--- config.mk ---
export PLATFORM = sky130hd
export DESIGN_NAME = dmem_bus_bridge
export DESIGN_NICKNAME = d
export VERILOG_FILES = /design/src/rtl/dmem_pkg.sv /design/src/rtl/dmem_bus_bridge_timer.sv /design/src/rtl/dmem_bus_bridge.sv
export SDC_FILE = /design/constraint.sdc
export NUM_CORES = 1
export LEC_CHECK = 0
export ABC_AREA = 1
export BUFFER_PORTS_ARGS = -buffer_cell sky130_fd_sc_hd__buf_2
export CORE_ASPECT_RATIO = 1.4
export CORE_MARGIN = 2
export CORE_UTILIZATION = 47
export DETAILED_ROUTE_END_ITERATION = 8
export PLACE_DENSITY = 0.88
export SYNTH_ARGS = -nofsm -noshare
export SYNTH_HDL_FRONTEND = slang
export SYNTH_SLANG_ARGS = --single-unit
export TNS_END_PERCENT = 50
--- constraint.sdc ---
create_clock -name clk -period 1.7 [get_ports clk]
set_input_delay 0.17 -clock clk [delete_from_list [all_inputs] [get_ports clk]]
set_output_delay 0.17 -clock clk [all_outputs]
set_load 0.05 [all_outputs]
--- src/rtl/dmem_pkg.sv ---
// Shared types and constants for the data-memory bus bridge.
package dmem_pkg;

    // Bridge FSM states
    typedef enum logic [1:0] {
        ST_IDLE = 2'd0,
        ST_REQ  = 2'd1,
        ST_RSP  = 2'd2,
        ST_DONE = 2'd3
    } dmem_state_e;

    // Fault causes reported alongside access_err
    typedef enum logic [1:0] {
        ERR_NONE     = 2'b00,
        ERR_BUS      = 2'b01,
        ERR_TIMEOUT  = 2'b10,
        ERR_MISALIGN = 2'b11
    } dmem_err_e;

    // RV32 major opcodes for the memory instructions this bridge serves
    localparam logic [6:0] OPC_STORE = 7'b0100011;
    localparam logic [6:0] OPC_LOAD  = 7'b0000011;

    // Loads always fetch the full word; lane selection happens upstream
    localparam logic [3:0] BE_ALL = 4'b1111;

endpackage

--- src/rtl/dmem_bus_bridge_timer.sv ---
// Response timeout counter: cleared on request acceptance, counts while waiting
// for the response, saturates at TIMEOUT. TIMEOUT = 0 disables expiry.
module dmem_timeout_timer #(
    parameter int unsigned TIMEOUT = 16
) (
    input  logic clk,
    input  logic rst_n,
    input  logic clr,
    input  logic en,
    output logic expired
);

    localparam int unsigned   CW    = (TIMEOUT > 0) ? $clog2(TIMEOUT + 1) : 1;
    localparam logic [CW-1:0] LIMIT = CW'(TIMEOUT);
    localparam logic [CW-1:0] LAST  = CW'(TIMEOUT - 1);
    localparam bit            TO_EN = (TIMEOUT != 0);

    logic [CW-1:0] cnt_q;
    logic [CW-1:0] cnt_d;

    // Next count: clear wins, otherwise saturating increment while enabled
    always_comb begin
        cnt_d = cnt_q;
        if (clr) begin
            cnt_d = '0;
        end else if (en && (cnt_q != LIMIT)) begin
            cnt_d = cnt_q + CW'(1);
        end
    end

    // Counter register
    always_ff @(posedge clk or negedge rst_n) begin
        if (!rst_n) begin
            cnt_q <= '0;
        end else begin
            cnt_q <= cnt_d;
        end
    end

    // Expires in the cycle whose increment brings the count up to TIMEOUT
    assign expired = TO_EN && en && !clr && (cnt_q == LAST);

endmodule

--- src/rtl/dmem_bus_bridge.sv ---
// Multi-cycle bridge from the CPU load/store path to a valid/ready data bus.
// Stalls the core while a transaction is outstanding and reports faults.
module dmem_bus_bridge
    import dmem_pkg::*;
#(
    parameter int unsigned ADDR_W  = 32,
    parameter int unsigned TIMEOUT = 16
) (
    input  logic              clk,
    input  logic              rst_n,
    input  logic              req_valid,
    input  logic              req_is_store,
    input  logic [ADDR_W-1:0] req_addr,
    input  logic [3:0]        req_be,
    input  logic [31:0]       req_wdata,
    output logic              stall,
    output logic [31:0]       mem_read_data,
    output logic              access_err,
    output logic [1:0]        err_cause,
    output logic              bus_req_valid,
    input  logic              bus_req_ready,
    output logic [ADDR_W-1:0] bus_addr,
    output logic              bus_we,
    output logic [3:0]        bus_be,
    output logic [31:0]       bus_wdata,
    input  logic              bus_rsp_valid,
    input  logic [31:0]       bus_rsp_rdata,
    input  logic              bus_rsp_err
);

    localparam logic [ADDR_W-1:0] WORD_MASK = ~ADDR_W'(3);

    dmem_state_e       state_q, state_d;
    logic              bus_req_valid_q, bus_req_valid_d;
    logic [ADDR_W-1:0] bus_addr_q, bus_addr_d;
    logic              bus_we_q, bus_we_d;
    logic [3:0]        bus_be_q, bus_be_d;
    logic [31:0]       bus_wdata_q, bus_wdata_d;
    logic [31:0]       mem_read_data_q, mem_read_data_d;
    logic              access_err_q, access_err_d;
    dmem_err_e         err_cause_q, err_cause_d;

    logic              tmr_clr;
    logic              tmr_en;
    logic              tmr_expired;

    dmem_timeout_timer #(
        .TIMEOUT (TIMEOUT)
    ) u_timer (
        .clk     (clk),
        .rst_n   (rst_n),
        .clr     (tmr_clr),
        .en      (tmr_en),
        .expired (tmr_expired)
    );

    // Next-state and next-output logic for the bridge FSM
    always_comb begin
        state_d         = state_q;
        bus_req_valid_d = bus_req_valid_q;
        bus_addr_d      = bus_addr_q;
        bus_we_d        = bus_we_q;
        bus_be_d        = bus_be_q;
        bus_wdata_d     = bus_wdata_q;
        mem_read_data_d = mem_read_data_q;
        access_err_d    = 1'b0;
        err_cause_d     = err_cause_q;
        tmr_clr         = 1'b0;
        tmr_en          = 1'b0;

        case (state_q)
            ST_IDLE: begin
                if (req_valid) begin
                    if (req_is_store && (req_be == 4'b0000)) begin
                        state_d      = ST_DONE;
                        err_cause_d  = ERR_MISALIGN;
                        access_err_d = 1'b1;
                    end else begin
                        state_d         = ST_REQ;
                        bus_req_valid_d = 1'b1;
                        bus_addr_d      = req_addr & WORD_MASK;
                        bus_we_d        = req_is_store;
                        bus_be_d        = req_is_store ? req_be : BE_ALL;
                        bus_wdata_d     = req_wdata;
                    end
                end
            end
            ST_REQ: begin
                if (bus_req_ready) begin
                    state_d         = ST_RSP;
                    bus_req_valid_d = 1'b0;
                    tmr_clr         = 1'b1;
                end
            end
            ST_RSP: begin
                tmr_en = 1'b1;
                // A response in the expiry cycle takes priority over the timeout
                if (bus_rsp_valid) begin
                    state_d         = ST_DONE;
                    err_cause_d     = bus_rsp_err ? ERR_BUS : ERR_NONE;
                    access_err_d    = bus_rsp_err;
                    mem_read_data_d = (!bus_we_q && !bus_rsp_err) ? bus_rsp_rdata : '0;
                end else if (tmr_expired) begin
                    state_d         = ST_DONE;
                    err_cause_d     = ERR_TIMEOUT;
                    access_err_d    = 1'b1;
                    mem_read_data_d = '0;
                end
            end
            ST_DONE: begin
                state_d = ST_IDLE;
            end
            default: begin
                state_d = ST_IDLE;
            end
        endcase
    end

    // State and registered-output flops
    always_ff @(posedge clk or negedge rst_n) begin
        if (!rst_n) begin
            state_q         <= ST_IDLE;
            bus_req_valid_q <= 1'b0;
            bus_addr_q      <= '0;
            bus_we_q        <= 1'b0;
            bus_be_q        <= '0;
            bus_wdata_q     <= '0;
            mem_read_data_q <= '0;
            access_err_q    <= 1'b0;
            err_cause_q     <= ERR_NONE;
        end else begin
            state_q         <= state_d;
            bus_req_valid_q <= bus_req_valid_d;
            bus_addr_q      <= bus_addr_d;
            bus_we_q        <= bus_we_d;
            bus_be_q        <= bus_be_d;
            bus_wdata_q     <= bus_wdata_d;
            mem_read_data_q <= mem_read_data_d;
            access_err_q    <= access_err_d;
            err_cause_q     <= err_cause_d;
        end
    end

    // Stall is combinational so the core freezes in the cycle the request appears
    always_comb begin
        stall = ((state_q == ST_IDLE) && req_valid) ||
                (state_q == ST_REQ) || (state_q == ST_RSP);
    end

    assign bus_req_valid = bus_req_valid_q;
    assign bus_addr      = bus_addr_q;
    assign bus_we        = bus_we_q;
    assign bus_be        = bus_be_q;
    assign bus_wdata     = bus_wdata_q;
    assign mem_read_data = mem_read_data_q;
    assign access_err    = access_err_q;
    assign err_cause     = err_cause_q;

endmodule

==> results of run 1 <==
kinds of logic after synthesis:
kind of cell | Yosys count | share of synthesized area (%)
other | 1 | 0.08173
DFF | 110 | 59.99
xor gates and xnor gates | 1 | 0.1909
AOI/OAI and AO/OA | 48 | 6.190
adders and majority gates | 7 | 1.909
and+or+nand+nor | 248 | 21.54
buffers and inverters | 104 | 10.09
power breakdown:
part / total, W / switching, W / internal, W
clock network: 0.00209 / 0.000900 / 0.00119
registers: 0.00447 / 0.000650 / 0.00382
logic: 0.00838 / 0.00632 / 0.00206
layer usage:
metal	up-vias	wire (µm)	track usage, %
li1	2001	-	-
met1	1946	4569	26.00
met2	151	6191	37.55
met3	33	616	2.789
met4	0	359	10.29
met5	-	0	0
cells in the final DEF (no fill, tap or decap), types with 2 or more instances in the layout:
cell	n
nand3_1	10
conb_1	2
inv_2	5
o22ai_1	20
o21ai_0	6
o21ai_1	8
buf_4	10
nor2_1	9
ha_1	3
dfrtp_1	110
nand2_1	216
buf_12	5
o22ai_2	12
clkbuf_16	11
clkbuf_8	5
ha_4	2
nor2_2	2
buf_2	206
nand4_1	6
ha_2	2
inv_1	75
worst max-delay path by stage:
stage                     startpoint                 to  slack [ns]  cells past startpoint
floorplan           u_timer.cnt_q[0]   mem_read_data[0]        0.24                      8
global placement    u_timer.cnt_q[1]       err_cause[1]        0.16                     11
detailed placement        state_q[0]      bus_wdata[28]         0.1                      6
CTS                       state_q[1]              stall        0.01                      5
global route        u_timer.cnt_q[0]  mem_read_data[25]       -0.08                      9
finish              u_timer.cnt_q[1]  mem_read_data[12]        0.03                      9
flip-flops by register name (all words and copies together), names as in the netlist:
register       count
bus_be             4
bus_we             1
bus_wdata         32
mem_read_data     32
u_timer.cnt_q      5
access_err         1
err_cause          2
bus_addr          30
state_q            2
bus_req_valid      1
metrics by stage:
stage	setup slack [ns]	std cells	util (%)	area [µm²]
after CTS	0.01362	840	64.18	6071
after global routing	-0.08127	848	66.36	6277
after floorplan	0.2398	520	-	4592
after detailed placement	0.09508	823	60.54	5727
final	0.03038	848	66.36	6277
after global placement	0.1575	823	60.54	5727
area by class of cell:
cell class	count	area share [%]
Timing Repair Buffer	225	20.35
Tap cell	110	2.193
Clock inverter	2	0.1993
Inverter	81	4.883
Multi-Input combinational cell	306	23.84
Clock buffer	14	4.684
Sequential cell	110	43.85
worst reg2reg max path, cell delays in order, from the launching register on:
cell and delay [ns]:
dfrtp_1 0.40, ha_2 0.20, nand2_1 0.05, nor2_1 0.13, ha_2 0.18, inv_2 0.05, a21oi_4 0.15, buf_12 0.14
clkbuf_16 0.16, o22ai_1 0.08
cell usage after synthesis, drive strengths merged, types with 2 or more instances:
cell / instances / area (µm²)
inv: 81 / 306.5
clkbuf: 4 / 16.26
o21ai: 14 / 70.07
o22ai: 32 / 200.2
buf: 19 / 140.1
nor2: 12 / 52.55
dfrtp: 110 / 2753
a21oi: 2 / 13.76
nand2: 217 / 814.5
ha: 7 / 87.58
nand4: 6 / 37.54
nand3: 12 / 77.58
what timing repair did:
action,4_1_cts,5_1_grt
resized for setup,6,20
gates cloned,0,3
hold endpoints to repair,110,0
hold buffers,1,0
pin swaps,0,4
endpoints found under the setup margin,1,36
setup buffers,0,5
==> run metrics, run 1 <==
antenna viol nets, final 0; CP most frequent cell ha_2; routed len/inst 13.84 µm; leak pwr 3.688 nW; vias in the first global route 3938; TritonCTS Buffers 9; max incr delay on CP 0.40 ns; fillcell total 763; Syn Std Cell Area 4588 µm²; FF-to-FF Start u_timer.cnt_q[1]; worst path arrival time 1.88 ns; post-synthesis async set-or-reset flop share 100.0%; status finished clean; Max IR drop VDD 1.392 mV; Mapped Cells 519; Max Cap Viol 0; IO Port Bufs 208; CTS sink count 110; worst setup path class register to register; DRC 0; final setup violation count 0; multi-input logic area 1496 µm²; initial core utilization 48.51%; share of layout cells above drive strength 1 36.59%; CP Buf/Inv Count 3; RR Endpoint mem_read_data[12]; post-DR vias/cell 4.871; Synth warnings 0; power per cell area 2380 nW/µm²; Clk pin slew, worst setup/hold paths 0.07 ns; first-pass GRT wire length 17.99 mm; WHS 0.01870 ns; num ports 213; Die Ht 120.9 µm; drt pass-1 iters 4; area of the core 9459 µm²; hold endpoint bus_addr[13]; n_diodes 0; Hold Crit Depth 3; Worst Hold Class primary input to register; fin crit period 1.670 ns; Slew Limit Headroom 60.36%; sum of negative setup slack 0 ns; Distinct cells, synth 25; Avg Cell Area, Syn 8.840 µm²; Max clock buf depth 2; worst path cell trace ha_2 -> nand2_1 -> nor2_1 -> ha_2 -> inv_2 -> a21oi_4 -> buf_12 -> clkbuf_16 -> o22ai_1; CP Max Fanout 8; H-tree levels 3; fmax 598.9 MHz; GPL Wtd Cong 0.8764; die width 87.51 µm; Fin. Hold Viols 0; row count 42; GRT Util Overall 21.58%; total power 0.01494 W; Startpoint Class register; dominant synthesized flop cell dfrtp_1; full die area 10580 µm²; crit share post-route 98.21%; EDFF count, synth 0; area delta synth->final 36.81%; final net count 847; Setup crit end kind register; Final Skew 0.007112 ns; Max stage delay cell, worst path dfrtp_1; via count 4131; top cell family by delay on the critical path flip-flops; Post-Route WL 11.74 mm; CTS root buf clkbuf_16; GRT overflow 0; pin count of the biggest net entering global routing 111; Clock Latency Late Sink 0.34 ns; CTS tree built; RSZ-0062 raised after global routing true; worst slew pin tran 0.5946 ns; Reg area 2753 µm²; initial drt markers 237; cell count of the worst reg-to-reg path 9; post-synthesis register bit count 110; Max Transition Viols Final 0; initial antenna violation count 0; DP Wirelength 8.297 mm; Seq/Total Area, Yosys 59.99%; worst hold start req_addr[13]; setup slack on the worst flop-to-flop path 0.03 ns; critical path data required time 1.91 ns
(Power assumes the default switching activity.)
==> run 2, diff against run 1 <==
- ABC_AREA: 1 -> not set
- CORE_UTILIZATION: 47 -> 48
- CTS_BUF_LIST: not set -> sky130_fd_sc_hd__clkbuf_8
- GPL_TIMING_DRIVEN: not set -> 0
- PLACE_DENSITY: 0.88 -> 0.91
==> run 2 against run 1 <==
The flow now finishes with violations (setup timing). Sequential power hardly changed. Maximum frequency is 9.4% lower. Final area is 0.20% lower. Register-to-register slack worse by 0.13 ns. Largest cell class unchanged. Largest power group unchanged.
==> run metrics, run 2 <==
Clock Latency Late Sink 0.37 ns; H-tree levels 3; Mapped Cells 300; Slew Limit Headroom 46.28%; area delta synth->final 43.14%; Syn Std Cell Area 4377 µm²; Setup WS post-layout -0.1435 ns; Adder-Cell Fraction of Synth Area 2.001%; vias in the first global route 3603; Clk pin slew, worst setup/hold paths 0.11 ns; GPL Wtd Cong 0.8587; most frequent cell after synthesis dfrtp_1; CTS sink count 110; antenna viol nets, final 0; Final Skew 0.008885 ns; RSZ-0062 raised after global routing true; Synth Area in Compound Gates 10.09%; CTS root buf clkbuf_8; initial antenna violation count 0; critical path data required time 1.53 ns; fillcell total 614; Avg Cell Area, Syn 14.59 µm²; EDFF count, synth 0; power per cell area 2390 nW/µm²; Die Ht 117.0 µm; crit path from state_q[0]; most common cell after layout, fill and taps aside buf_2; initial drt markers 126; Cells after DPL 617; post-DR vias/cell 5.207; leak pwr 3.255 nW; row count 41; DRC 0; status finished with violations; FF-to-FF Start state_q[0]; final net count 669; xor/xnor share of the synthesized area 0.6003%; Post-Route WL 11.05 mm; final setup violation count 6; CTS tree built; worst slew pin tran 0.7984 ns; GRT Util Overall 21.70%; initial core utilization 49.03%; mux share of post-synthesis cell area 17.12%; Worst Hold Class primary input to register; DP Wirelength 7.952 mm; top cell type's share of synthesized area 62.89%; worst setup path class register to output port; Startpoint Class register; die width 84.70 µm; dominant synthesized flop cell dfrtp_1; worst path arrival time 1.67 ns; most frequent cells in the layout buf_2, dfrtp_1, mux2_2; Distinct cells, synth 39; post-synthesis async set-or-reset flop share 100.0%; failing checks setup timing; Seq/Total Area, Yosys 62.89%; Max Cap Viol 0; fin crit period 1.843 ns; share of layout cells above drive strength 1 61.07%; n_diodes 0; TritonCTS Buffers 9; Post-synth top cells dfrtp_1, mux2_2, a22o_1, nand2_1, a21oi_1; IO Port Bufs 208; routed len/inst 16.56 µm; Setup crit end kind output port; Max Transition Viols Final 0; worst hold start bus_rsp_rdata[27]; largest family of logic cells by synthesized area multiplexers; first-pass GRT wire length 17.02 mm; num ports 213; Max IR drop VDD 1.644 mV; via count 3473; post-synthesis register bit count 110; main area contributors after synthesis dfrtp_1, mux2_2, a22o_1; CP Max Fanout 10; pin count of the biggest net entering global routing 61; GRT overflow 0; cell type with the highest aggregate area in the netlist dfrtp_1; drt pass-1 iters 4; Synth warnings 0; full die area 9909 µm²; crit share post-route 108.4%; Fin. Hold Viols 0; fmax 542.5 MHz; final non-filler cell total 667; simple-gate share of the synthesized area 3.917%; Max clock buf depth 2; total power 0.01498 W; area of the core 8926 µm²
-- run 2: cell types whose count changed after synthesis, moves of 8 or more --
cell and change:
inv_1 -71, nor2_1 -8, mux2_2 +59, nand2_1 -207, a21oi_1 +8, a22o_1 +33
nand3_1 -9, o22ai_1 -32
-- run 2: final timing paths --
kind	end	slack, ns	cells past startpoint
min reg2reg	bus_be[0]	0.48	2
max	stall	-0.14	5
max in group asynchronous	bus_addr[7]	0.61	3
max reg2reg	state_q[1]	-0.10	11
min	mem_read_data[27]	0.02	2
min in group asynchronous	u_timer.cnt_q[2]	0.36	2
-- run 2: through the flow --
| step | hold slack [ns] | setup TNS (ns) | setup WS (ns) | cell area, µm² | util [%] |
|---|---|---|---|---|---|
| after floorplan | -0.1256 | -1.015 | -0.05077 | 4393 | - |
| after global routing | 0.001612 | -4.332 | -0.2238 | 6265 | 70.19 |
| after detailed placement | 0.2334 | -15.32 | -0.3558 | 5598 | 62.71 |
| final | 0.02048 | -0.3576 | -0.1435 | 6265 | 70.19 |
| after CTS | 0.001154 | -0.3174 | -0.1921 | 6138 | 68.77 |
| after global placement | 0.3823 | -81.16 | -0.6444 | 5568 | 62.38 |
-- run 2: area by class of cell --
| type | instances | area, µm² | area share, % |
|---|---|---|---|
| Inverter | 7 | 26.28 | 0.4194 |
| Clock buffer | 9 | 123.9 | 1.977 |
| Tap cell | 107 | 133.9 | 2.137 |
| Clock inverter | 7 | 96.34 | 1.538 |
| Buffer | 17 | 152.6 | 2.437 |
| Multi-Input combinational cell | 165 | 1565 | 24.98 |
| Timing Repair Buffer | 245 | 1414 | 22.57 |
| Sequential cell | 110 | 2753 | 43.94 |
-- run 2: kinds of logic after synthesis --
kind of cell | after synthesis
and+or+nand+nor | 31
other | 1
muxes | 67
DFF | 110
AOI/OAI and AO/OA | 55
buffers and inverters | 26
adders and majority gates | 7
xor gates and xnor gates | 3
-- run 2: critical path, cell delays in order (launching register included) --
cell	delay, ns
dfrtp_1	0.39
inv_2	0.08
ha_4	0.18
buf_8	0.13
or3_4	0.37
buf_8	0.16
-- run 2: power breakdown --
| part | internal [W] | switching (W) | leakage [nW] |
|---|---|---|---|
| Clock | 0.000839 | 0.000890 | 0.114 |
| Combinational | 0.00278 | 0.00597 | 1.78 |
| Sequential | 0.00384 | 0.000659 | 1.36 |
-- run 2: repair_timing --
item,4_1_cts,5_1_grt
buffers inserted,20,7
pin swaps,5,23
hold buffers,7,1
endpoints found under the setup margin,101,46
gates cloned,2,0
endpoints found under the hold margin,56,1
resized for setup,24,18
-- run 2: routing by layer --
layer / vias to the layer above / wire (µm) / track usage (%)
li1: 1589 / - / -
met1: 1707 / 4008 / 24.44
met4: 0 / 195 / 8.360
met2: 159 / 6122 / 40.26
met5: - / 0 / 0
met3: 18 / 721 / 4.628
==> run 3, diff against run 2 <==
- SKIP_CTS_REPAIR_TIMING: not set -> 1
==> run 3 against run 2 <==
The flow still finishes with violations (setup timing). Die area unchanged. Worst hold slack lost 0.011 ns. Flip-flop and latch count unchanged.
==> run metrics, run 3 (same netlist as run 2, synthesis figures left out) <==
status finished with violations; failing checks setup timing; pin count of the biggest net entering global routing 61; CTS root buf clkbuf_8; worst hold start bus_rsp_rdata[31]; CTS sink count 110; initial antenna violation count 0; worst slew pin tran 0.9278 ns; Max IR drop VDD 1.659 mV; cell count of the worst reg-to-reg path 7; placed cell area 5598 µm²; worst path arrival time 1.70 ns; GRT Util Overall 20.39%; Clk network pwr share 11.6%; leak pwr 3.247 nW; post-DR vias/cell 5.199; hold endpoint mem_read_data[31]; first-pass GRT wire length 15.97 mm; crit share post-route 110.1%; TritonCTS Buffers 9; Hold Crit Depth 2; share of layout cells above drive strength 1 62.68%; power per cell area 2410 nW/µm²; Setup crit end kind output port; Worst Hold Class primary input to register; fmax 534.1 MHz; fin crit period 1.872 ns; Max Cap Viol 0; area of the core 8926 µm²; GPL Wtd Cong 0.8587; critical path data required time 1.53 ns; Clock Latency Late Sink 0.37 ns; final net count 661; CP Max Fanout 10; routed len/inst 16.89 µm; Design Area, Final 6232 µm²; most frequent cells in the layout buf_2, dfrtp_1, mux2_2; antenna viol nets, final 0; via count 3426; Final Skew 0.01219 ns; worst setup path class register to output port; combinational power share 58.4%; RR Endpoint bus_addr[28]; IO Port Bufs 208; most common cell after layout, fill and taps aside buf_2; total power 0.01502 W; vias in the first global route 3406; DP Wirelength 7.952 mm; P_sw 0.007554 W; initial drt markers 121; Startpoint Class register; Max Transition Viols Final 0; Setup WS post-layout -0.1724 ns; Fin. Hold Viols 0; Clk pin slew, worst setup/hold paths 0.11 ns; num ports 213; CTS tree built; Die Ht 117.0 µm; area delta synth->final 42.40%; Slew Limit Headroom 37.58%; drt pass-1 iters 4; setup slack on the worst flop-to-flop path -0.13 ns; full die area 9909 µm²; Max clock buf depth 2; Switching Share 50.29%; n_diodes 0; DRC 0; Post-Route WL 11.13 mm; Power Internal 0.007465 W; row count 41; final setup violation count 60; Sequential Power Share 30.0%; die width 84.70 µm; RSZ-0062 raised after global routing true; GRT overflow 0; H-tree levels 3; initial core utilization 49.03%; FF-to-FF Start state_q[0]
## run 3: cell count changes in the layout (fill, tap and decap cells not counted), moves of 2 or more
cell / previous run / this run
buf_4: 29 / 25
o21ai_2: 0 / 2
mux2_1: 3 / 0
buf_6: 7 / 10
nand2_1: 10 / 8
o21ai_0: 4 / 2
dlygate4sd3_1: 8 / 4
mux2_4: 1 / 4
clkbuf_16: 0 / 2
buf_8: 6 / 3
## run 3: layout make-up
| class | count | area, µm² |
|---|---|---|
| Sequential cell | 110 | 2753 |
| Fill cell | 630 | 2694 |
| Multi-Input combinational cell | 165 | 1585 |
| Timing Repair Buffer | 238 | 1355 |
| Buffer | 16 | 158.9 |
| Tap cell | 107 | 133.9 |
| Clock buffer | 9 | 123.9 |
| Clock inverter | 7 | 96.34 |
| Inverter | 7 | 26.28 |
## run 3: how the worst max path moves through the flow
stage                           from           endpoint  slack [ns]  depth (start not counted)
finish                    state_q[0]              stall       -0.17                          5
detailed placement  u_timer.cnt_q[0]  mem_read_data[14]       -0.36                          6
global route              state_q[1]              stall       -0.23                          5
floorplan           u_timer.cnt_q[0]   mem_read_data[0]       -0.05                          6
CTS                 u_timer.cnt_q[0]  mem_read_data[14]       -0.39                          6
global placement               rst_n      bus_wdata[30]       -0.64                          1
## run 3: power by group through the flow
stage                     clock network, W  logic, W  registers (W)
after floorplan                          0   0.00210        0.00855
after global placement                   0   0.00793        0.00442
after detailed placement                 0   0.00810        0.00454
after CTS                          0.00177   0.00811        0.00448
after global routing               0.00188   0.00917        0.00464
final                              0.00174   0.00877        0.00451
## run 3: worst max-delay path, stage by stage, from the launching register on
cell and delay [ns]:
dfrtp_1 0.39, inv_2 0.09, ha_4 0.19, buf_6 0.14, or3_4 0.37, buf_8 0.16
## run 3: metrics by stage
stage               cells  setup WS, ns  util [%]  setup TNS (ns)  hold WS (ns)
floorplan             301      -0.05077         -          -1.015       -0.1256
global placement      616       -0.6444     62.38          -81.16        0.3823
detailed placement    617       -0.3558     62.71          -15.32        0.2334
CTS                   633       -0.3853     65.18          -17.97       -0.1726
global route          659       -0.2289     69.82          -7.135      0.001830
finish                659       -0.1724     69.82          -3.725      0.009375
## run 3: per-layer routing
layer | vias up | track usage (%) | part of all wire [%]
li1 | 1570 | - | -
met1 | 1694 | 23.00 | 37
met2 | 146 | 37.38 | 55
met3 | 16 | 4.769 | 6.1
met4 | 0 | 8.042 | 1.9
met5 | - | 0 | 0
